## src/rtl/bus_update_gen.sv

```systemverilog
`default_nettype none
// ============================================================================
//  Module   : bus_update_gen
//  Purpose  : Source-domain publisher for a bus clock-crossing receiver.
//             Each accepted value load appears on bus_src together with a
//             one-cycle bus_new_src pulse. Consecutive pulses are at least
//             HOLDOFF source clocks apart. Loads that arrive during holdoff
//             are coalesced into one pending value, and a saturating counter
//             records how many pending values were overwritten.
//  Options  : BUS_UPD_CHG_DET_EN - when defined, a load whose value equals
//             the current reference value (pend_val if a value is pending,
//             otherwise bus_src) is ignored.
//  Revision : 1.0 - initial release
// ============================================================================
module bus_update_gen #(
  parameter int unsigned      WIDTH     = 16,
  parameter int unsigned      HOLDOFF   = 8,   // legal range 2..256
  parameter logic [WIDTH-1:0] RESET_VAL = '0
) (
  input  logic             clk_src,
  input  logic             rst_clk_src_n,
  input  logic [WIDTH-1:0] val_in,
  input  logic             val_load,
  input  logic             coalesce_clr,
  output logic [WIDTH-1:0] bus_src,
  output logic             bus_new_src,
  output logic             busy,
  output logic [7:0]       coalesce_cnt
);

  // The holdoff counter only needs to hold HOLDOFF-1.
  localparam int unsigned      CNT_W    = (HOLDOFF > 1) ? $clog2(HOLDOFF) : 1;
  localparam logic [CNT_W-1:0] c_reload = CNT_W'(HOLDOFF - 1);
  localparam logic [CNT_W-1:0] c_one    = CNT_W'(1);

  localparam logic [0:0] c_st_idle = 1'b0;
  localparam logic [0:0] c_st_hold = 1'b1;

  localparam logic [7:0] c_coal_max = 8'hFF;

  // --------------------------------------------------------------------------
  // State and next-state
  // --------------------------------------------------------------------------
  logic [0:0]       state_q,    state_d;
  logic [CNT_W-1:0] hold_cnt_q, hold_cnt_d;
  logic             pend_q,     pend_d;
  logic [WIDTH-1:0] pend_val_q, pend_val_d;
  logic [WIDTH-1:0] bus_q,      bus_d;
  logic             new_q,      new_d;
  logic             busy_q,     busy_d;
  logic [7:0]       coal_q,     coal_d;

  // Combinational helpers
  logic             w_load_acc;   // val_load that is actually accepted
  logic             w_cnt_zero;   // holdoff expires at this edge
  logic             w_coal_inc;   // a pending value is being overwritten

  assign w_cnt_zero = (hold_cnt_q == '0);

`ifdef BUS_UPD_CHG_DET_EN
  // Reference is what would be published next if nothing else arrived:
  // the pending value if there is one, otherwise what is already on the bus.
  logic [WIDTH-1:0] w_ref_val;
  assign w_ref_val  = pend_q ? pend_val_q : bus_q;
  assign w_load_acc = val_load && (val_in != w_ref_val);
`else
  assign w_load_acc = val_load;
`endif

  // --------------------------------------------------------------------------
  // FSM state register
  // --------------------------------------------------------------------------
  always_ff @(posedge clk_src) begin
    if (!rst_clk_src_n) begin
      state_q <= c_st_idle;
    end else begin
      state_q <= state_d;
    end
  end

  // --------------------------------------------------------------------------
  // FSM next-state: leave HOLD only when holdoff expires with nothing to send
  // --------------------------------------------------------------------------
  always_comb begin
    state_d = state_q;
    case (state_q)
      c_st_idle: begin
        if (w_load_acc) begin
          state_d = c_st_hold;
        end
      end
      c_st_hold: begin
        if (w_cnt_zero && !w_load_acc && !pend_q) begin
          state_d = c_st_idle;
        end
      end
      default: state_d = c_st_idle;
    endcase
  end

  // --------------------------------------------------------------------------
  // FSM outputs: publish, pending capture, holdoff count and coalesce count
  // --------------------------------------------------------------------------
  always_comb begin
    hold_cnt_d = hold_cnt_q;
    pend_d     = pend_q;
    pend_val_d = pend_val_q;
    bus_d      = bus_q;
    new_d      = 1'b0;
    w_coal_inc = 1'b0;

    case (state_q)
      c_st_idle: begin
        if (w_load_acc) begin
          bus_d      = val_in;
          new_d      = 1'b1;
          hold_cnt_d = c_reload;
        end
      end
      c_st_hold: begin
        if (!w_cnt_zero) begin
          hold_cnt_d = hold_cnt_q - c_one;
          if (w_load_acc) begin
            // Only an overwrite of an unpublished value counts as coalesced.
            w_coal_inc = pend_q;
            pend_d     = 1'b1;
            pend_val_d = val_in;
          end
        end else if (w_load_acc) begin
          // Newest value wins over the pending one; the pending value is
          // superseded at publication, not overwritten, so it is not counted.
          bus_d      = val_in;
          new_d      = 1'b1;
          hold_cnt_d = c_reload;
          pend_d     = 1'b0;
        end else if (pend_q) begin
          bus_d      = pend_val_q;
          new_d      = 1'b1;
          hold_cnt_d = c_reload;
          pend_d     = 1'b0;
        end
      end
      default: begin
        hold_cnt_d = '0;
        pend_d     = 1'b0;
      end
    endcase

    busy_d = (state_d == c_st_hold) | pend_d;

    // Clear wins over the old count but not over a same-cycle increment.
    if (coalesce_clr) begin
      coal_d = {7'd0, w_coal_inc};
    end else if (w_coal_inc && (coal_q != c_coal_max)) begin
      coal_d = coal_q + 8'd1;
    end else begin
      coal_d = coal_q;
    end
  end

  // --------------------------------------------------------------------------
  // Datapath registers; reset discards any pending value without a pulse
  // --------------------------------------------------------------------------
  always_ff @(posedge clk_src) begin
    if (!rst_clk_src_n) begin
      hold_cnt_q <= '0;
      pend_q     <= 1'b0;
      pend_val_q <= '0;
      bus_q      <= RESET_VAL;
      new_q      <= 1'b0;
      busy_q     <= 1'b0;
      coal_q     <= 8'd0;
    end else begin
      hold_cnt_q <= hold_cnt_d;
      pend_q     <= pend_d;
      pend_val_q <= pend_val_d;
      bus_q      <= bus_d;
      new_q      <= new_d;
      busy_q     <= busy_d;
      coal_q     <= coal_d;
    end
  end

  assign bus_src      = bus_q;
  assign bus_new_src  = new_q;
  assign busy         = busy_q;
  assign coalesce_cnt = coal_q;

endmodule
`default_nettype wire
```

## config.mk

```make
export PLATFORM = sky130hd
export DESIGN_NAME = bus_update_gen
export DESIGN_NICKNAME = d
export VERILOG_FILES = /design/src/rtl/bus_update_gen.sv
export SDC_FILE = /design/constraint.sdc
export NUM_CORES = 1
export LEC_CHECK = 0
export CELL_PAD_IN_SITES_DETAIL_PLACEMENT = 0
export CELL_PAD_IN_SITES_GLOBAL_PLACEMENT = 1
export CORE_MARGIN = 2
export CORE_UTILIZATION = 37
export DETAILED_ROUTE_END_ITERATION = 10
export GPL_ROUTABILITY_DRIVEN = 0
export PLACE_DENSITY = 0.76
export SYNTH_ARGS = -nofsm -noshare
export SYNTH_HDL_FRONTEND = slang
export SYNTH_SLANG_ARGS = --single-unit
```

## constraint.sdc

```tcl
create_clock -name clk_src -period 1.9 [get_ports clk_src]
set_input_delay 0.38 -clock clk_src [delete_from_list [all_inputs] [get_ports clk_src]]
set_output_delay 0.38 -clock clk_src [all_outputs]
set_load 0.02 [all_outputs]
```

# Word level (Yosys, flattened, before mapping)
# Index checks and enable logic that the tools add are counted.
[classes]
n_addsub = 2
n_eq_ne = 5
muxes = 25
n_reduce_logical = 11
bitwise_logic = 4
[op_table]
columns = ["op", "n"]
rows = [
  ["two-way mux 16 bit", 4],
  ["case mux 16 bit (2 select lines)", 1],
  ["two-way mux 1 bit", 13],
  ["two-way mux 3 bit", 4],
  ["adder 8 x 1 -> 8 bit, second input constant", 1],
  ["!= test 8 bit, second input constant", 1],
  ["case mux 3 bit (2 select lines)", 1],
  ["AND reduction 3 bit", 2],
  ["!= test 4 bit, second input constant", 1],
  ["case mux 1 bit (2 select lines)", 2],
  ["logical AND 1 bit", 3],
  ["zero test 3 bit", 1],
  ["!= test 3 x 2 -> 1 bit, second input constant", 1],
  ["inverter 1 bit", 3],
  ["subtractor 3 x 1 -> 3 bit, second input constant", 1],
  ["zero test 1 bit", 2],
  ["!= test 2 x 1 -> 1 bit, second input constant", 1],
  ["!= test 2 bit, second input constant", 1],
  ["AND reduction 2 bit", 1],
  ["nonzero test 2 bit", 1],
  ["OR reduction 2 bit", 1],
  ["bitwise OR 1 bit", 1],
]
[totals]
inputBits = 20
word_cells = 56
out_inout_bits = 26
reg_bits = 47

# Logic depth before layout (Yosys ltp)
[logic_depth]
depth_word = 6
mapped_depth = 9
mapped_depth_nobuf = 6

# Worst setup path before layout
# No wires, ideal clock.
[synth_path]
path_type = "register -> register"
start = "register coal_q[0] (netlist: coalesce_cnt[0])"
end = "register coal_q[6] (netlist: coalesce_cnt[6])"
synth_period_minus_slack_ns = 1.706
setup_time_ns = 0.121
path_slack_ns = 0.194
t_required_ns = 1.779
stages_incl_launch_ff = 6
arrival_time_ns = 1.585
path_buffers = 1
cell_sequence = "dfxtp_1 -> ha_1 -> and4_4 -> buf_6 -> nor4_1 -> mux2_2"
[synth_between]
elab_chain_cells = 2
word_cells_on_any_way = 3
classes_between = "1 x add/sub; 1 x eq/ne; 1 x reduce/logical"
[synth_rtl]
columns = ["item", "line_no", "rtl"]
rows = [
  ["start, declared", "51", "logic [7:0] coal_q, coal_d;"],
  ["start signal, assigned", "180", "coal_q <= coal_d;"],
  ["branches (longest 2 deep; another with adder 8 x 1 -> 8 bit)", "--", ""],
]
# Several ways; the timed one is not identified.
# A chain may end at the register's enable or synchronous reset.

# Worst setup path in the final report
[layout_path]
start = "register coal_q[2] (netlist: coalesce_cnt[2])"
end = "output port coalesce_cnt[2]"
[layout_rtl]
columns = ["item", "line_no", "rtl"]
rows = [
  ["end, declared", "28", "output logic [7:0] coalesce_cnt"],
]
# No word-level cell between the ends.

==> flow_metrics.py <==
metrics = {
    "setup_path": {
        "end_kind": "output pin",
        "cp_top_family": "buffers and inverters",
        "worstPathRequired_ns": 1.52,
        "slowest_delay_ns": 0.66,
        "cp.buffers_inverters": 1,
        "path_cells": "clkdlybuf4s50_1",
        "slowest_stage": "clkdlybuf4s50_1",
        "regToRegStartpoint": "hold_cnt_q[0]",
        "critPathKind": "register to output pin",
        "start_kind": "register",
        "cp.arrival_ns": 1.43,
        "critPathMaxFanout": 8,
        "worstSetupStartpoint": "coalesce_cnt[2]",
    },
    "synth": {
        "synthXorXnorAreaFrac": 0,
        "syn_inst": 228,
        "yosysSeqAreaShare": 0.4503,
        "synth-simple-area-share": 0.1928,
        "syn-cell-area_um2": 2090,
        "ys_types": 36,
        "ys_ff_latch": 47,
        "syn_nets": 251,
        "synth_fa_ha_area_frac": 0.01796,
        "synthMuxAreaShare": 0.08204,
        "yosys_warnings": 0,
        "synth_compound_area_frac": 0.2060,
        "synth_top_family_by_area": "compound AO/OA/AOI/OAI gates",
        "postSynthAreaPerCell_um2": 9.164,
    },
    "drt": {
        "vias": 1753,
        "drt-pass1-iter-count": 4,
        "wirelength_mm": 4.423,
        "post_drt_via_cell_ratio": 4.980,
        "drt_drc_violations_left": 0,
        "ant_nets": 0,
        "detail_route.wl_per_cell_um": 12.57,
        "drt_iter0_markers": 46,
    },
    "power_and_ir_drop": {
        "leakage_nw": 1.281,
        "comb_power_share": 0.185,
        "vdd_drop_max_uv": 404.1,
        "seq_power_share": 0.477,
        "power_density_nw_per_um2": 806.2,
        "p_clk_frac": 0.338,
        "p_switching_w": 0.0005742,
        "p_int_w": 0.001694,
        "switching_share": 0.2531,
    },
    "placed_design": {
        "dp_hpwl_mm": 3.034,
        "place.port_buffers": 45,
        "dp_cells": 344,
    },
    "clocking": {
        "cts_sinks": 47,
        "clk_latency_ns": 0.30,
        "clock_path_buffers": 2,
        "cts_root_buf": "clkbuf_8",
        "clk_pin_slew_ns": 0.09,
        "cts_buffers": 5,
        "htree_num_levels": 2,
        "cts_tree": "yes",
        "ctsHoldBuffers": 0,
    },
    "layout": {
        "finalNonFillerCells": 352,
        "antenna_cells": 0,
        "synthToLayoutAreaGrowth_pct": 34.67,
        "fillers": 525,
        "drive_above_1_share": 0.1179,
        "fin_nets": 302,
    },
    "worst_hold_path": {
        "hp-class": "register to register",
        "hold_path_startpoint": "pend_val_q[8]",
    },
    "floorplan": {
        "initial_core_util": 0.3818,
        "num_rows": 27,
        "core-area_um2": 5473,
        "dieArea_um2": 6265,
        "die_h_um": 79.15,
        "die_w_um": 79.15,
        "boundaryPins": 46,
    },
    "grt": {
        "grt_pass1_wl_mm": 7.728,
        "grt.overflow.total": 0,
        "grt_use_total": 0.1558,
        "antenna_found_initial": 0,
        "grt_pass1_vias": 1670,
        "grt_max_degree": 23,
    },
    "sta": {
        "period_share": 0.9525,
        "max_freq_mhz": 552.6,
        "rsz0062_at_grt": "false",
        "slew_headroom": 0.8002,
        "slew_viol_final": 0,
        "setup_total_negative_slack_ns": 0,
        "min_period_ns": 1.810,
        "hold_slack_ns": 0.4673,
        "timing_worst_slew_pin_value_ns": 0.2987,
        "finalSetupViolations": 0,
        "clock_skew_ns": 0.002304,
        "hold_viol": 0,
    },
    "run": {
        "drv_cap": 0,
    },
    "run_status": {
        "outcome": "finished clean",
    },
}
## synth_stat cells
cell / count / area, µm²
clkbuf_1: 5 / 18.77
a31oi_1: 1 / 6.260
and4_4: 1 / 11.26
buf_1: 1 / 3.750
o31ai_1: 4 / 30.03
or3_1: 2 / 12.51
or2_2: 1 / 6.260
nand3_1: 7 / 35.03
o21ai_0: 2 / 10.01
o221a_2: 1 / 11.26
buf_6: 1 / 11.26
a21bo_2: 1 / 10.01
and2_1: 4 / 25.02
clkbuf_2: 1 / 5.000
nor4_1: 1 / 6.260
o211a_1: 18 / 180.2
mux2_2: 1 / 11.26
a21boi_0: 16 / 120.1
inv_1: 4 / 15.01
a21oi_1: 9 / 45.04
o21bai_1: 1 / 7.510
and3_1: 1 / 6.260
buf_4: 1 / 7.510
or4_1: 3 / 22.52
nand3b_1: 1 / 7.510
buf_2: 9 / 45.04
ha_1: 3 / 37.54
nand2_1: 51 / 191.4
nand2_2: 1 / 6.260
a41o_1: 1 / 10.01
dfxtp_1: 47 / 940.9
and4_1: 2 / 17.52
mux2i_1: 16 / 160.2
nand4_1: 3 / 18.77
nand2b_1: 4 / 25.02
nor2_1: 3 / 11.26
## sequential cells by signal (all words and copies together) (netlist names)
| signal | count |
|---|---|
| bus_src | 16 |
| pend_val_q | 16 |
| coalesce_cnt | 8 |
| hold_cnt_q | 3 |
| bus_new_src | 1 |
| busy | 1 |
| pend_q | 1 |
| state_q | 1 |
## tightest hold or removal path, stage by stage (launching register included)
cell	delay [ns]
dfxtp_1	0.32
nand2_1	0.05
a21boi_0	0.06
## placed cells by master (no fill, tap or decap)
cell type / instances
nand2_1: 51
bufinv_16: 1
and2_1: 3
o221a_2: 1
nand4_1: 3
clkinv_2: 1
a21bo_2: 1
or3_1: 2
nand2_2: 1
dfxtp_1: 47
ha_1: 3
nor2_1: 3
a21boi_0: 16
o21ai_0: 2
and4_1: 2
and3_1: 1
a21oi_1: 8
nand3_1: 7
nand2b_1: 4
and4_4: 1
clkbuf_8: 6
and2_2: 1
buf_12: 2
buf_4: 15
a41o_1: 1
mux2_2: 1
or4_1: 3
o211a_1: 18
clkdlybuf4s50_1: 45
inv_1: 4
o21bai_1: 1
or2_2: 1
o31ai_1: 4
a31oi_1: 1
nand3b_1: 1
a21oi_2: 1
mux2i_1: 16
nor4_1: 1
## timing repair
action / in CTS / in global routing
endpoints found under the setup margin: 0 / 5
setup buffers: 0 / 0
gates resized for setup: 0 / 1
## worst paths after layout
| kind | to | slack, ns | cells past startpoint |
|---|---|---|---|
| worst max-delay path | coalesce_cnt[2] | 0.09 | 1 |
| worst min register to register | pend_val_q[8] | 0.47 | 2 |
| worst max register to register | coalesce_cnt[6] | 0.20 | 6 |
| worst min-delay path | pend_val_q[8] | 0.47 | 2 |
## power groups by stage
stage / combinational, W / sequential (W) / clock (W)
CTS: 0.000427 / 0.00108 / 0.000800
global placement: 0.000424 / 0.00110 / 0
finish: 0.000420 / 0.00108 / 0.000767
global route: 0.000465 / 0.00109 / 0.000827
detailed placement: 0.000425 / 0.00111 / 0
floorplan: 0.000185 / 0.00115 / 0
## final cells by class
| type | count | area [µm²] | share of cell area |
|---|---|---|---|
| clock buffers | 6 | 82.58 | 0.02935 |
| clock inverters | 2 | 35.03 | 0.01245 |
| inverters | 4 | 15.01 | 0.005336 |
| multi-input cells | 159 | 1047 | 0.3722 |
| flip-flops and latches | 47 | 940.9 | 0.3344 |
| well taps | 72 | 90.09 | 0.03201 |
| repair buffers | 62 | 603.1 | 0.2143 |
## logic make-up (layout without fill, tap and decap cells)
group	after synthesis	after routing
compound gates	54	54
simple gates	85	85
mux	17	17
fa+ha+maj	3	3
flops	47	47
buf+inv	22	74
## per-layer routing
metal	vias to the layer above	routed length, µm	GRT usage
li1	900	-	-
met1	807	2223	0.2142
met2	41	1917	0.2322
met3	5	232	0.04432
met4	0	49	0.05690
met5	-	0	0
## stage by stage
stage	instance area, µm²	utilization	total power (W)	setup slack (ns)
floorplan	2090	-	0.001333	0.1945
global placement	2695	0.4925	0.001528	-0.1124
detailed placement	2695	0.4925	0.001530	-0.1220
CTS	2813	0.5139	0.002310	0.08160
global route	2814	0.5142	0.002383	0.02844
finish	2814	0.5142	0.002269	0.09029
Power figures use the tool's default switching activity.
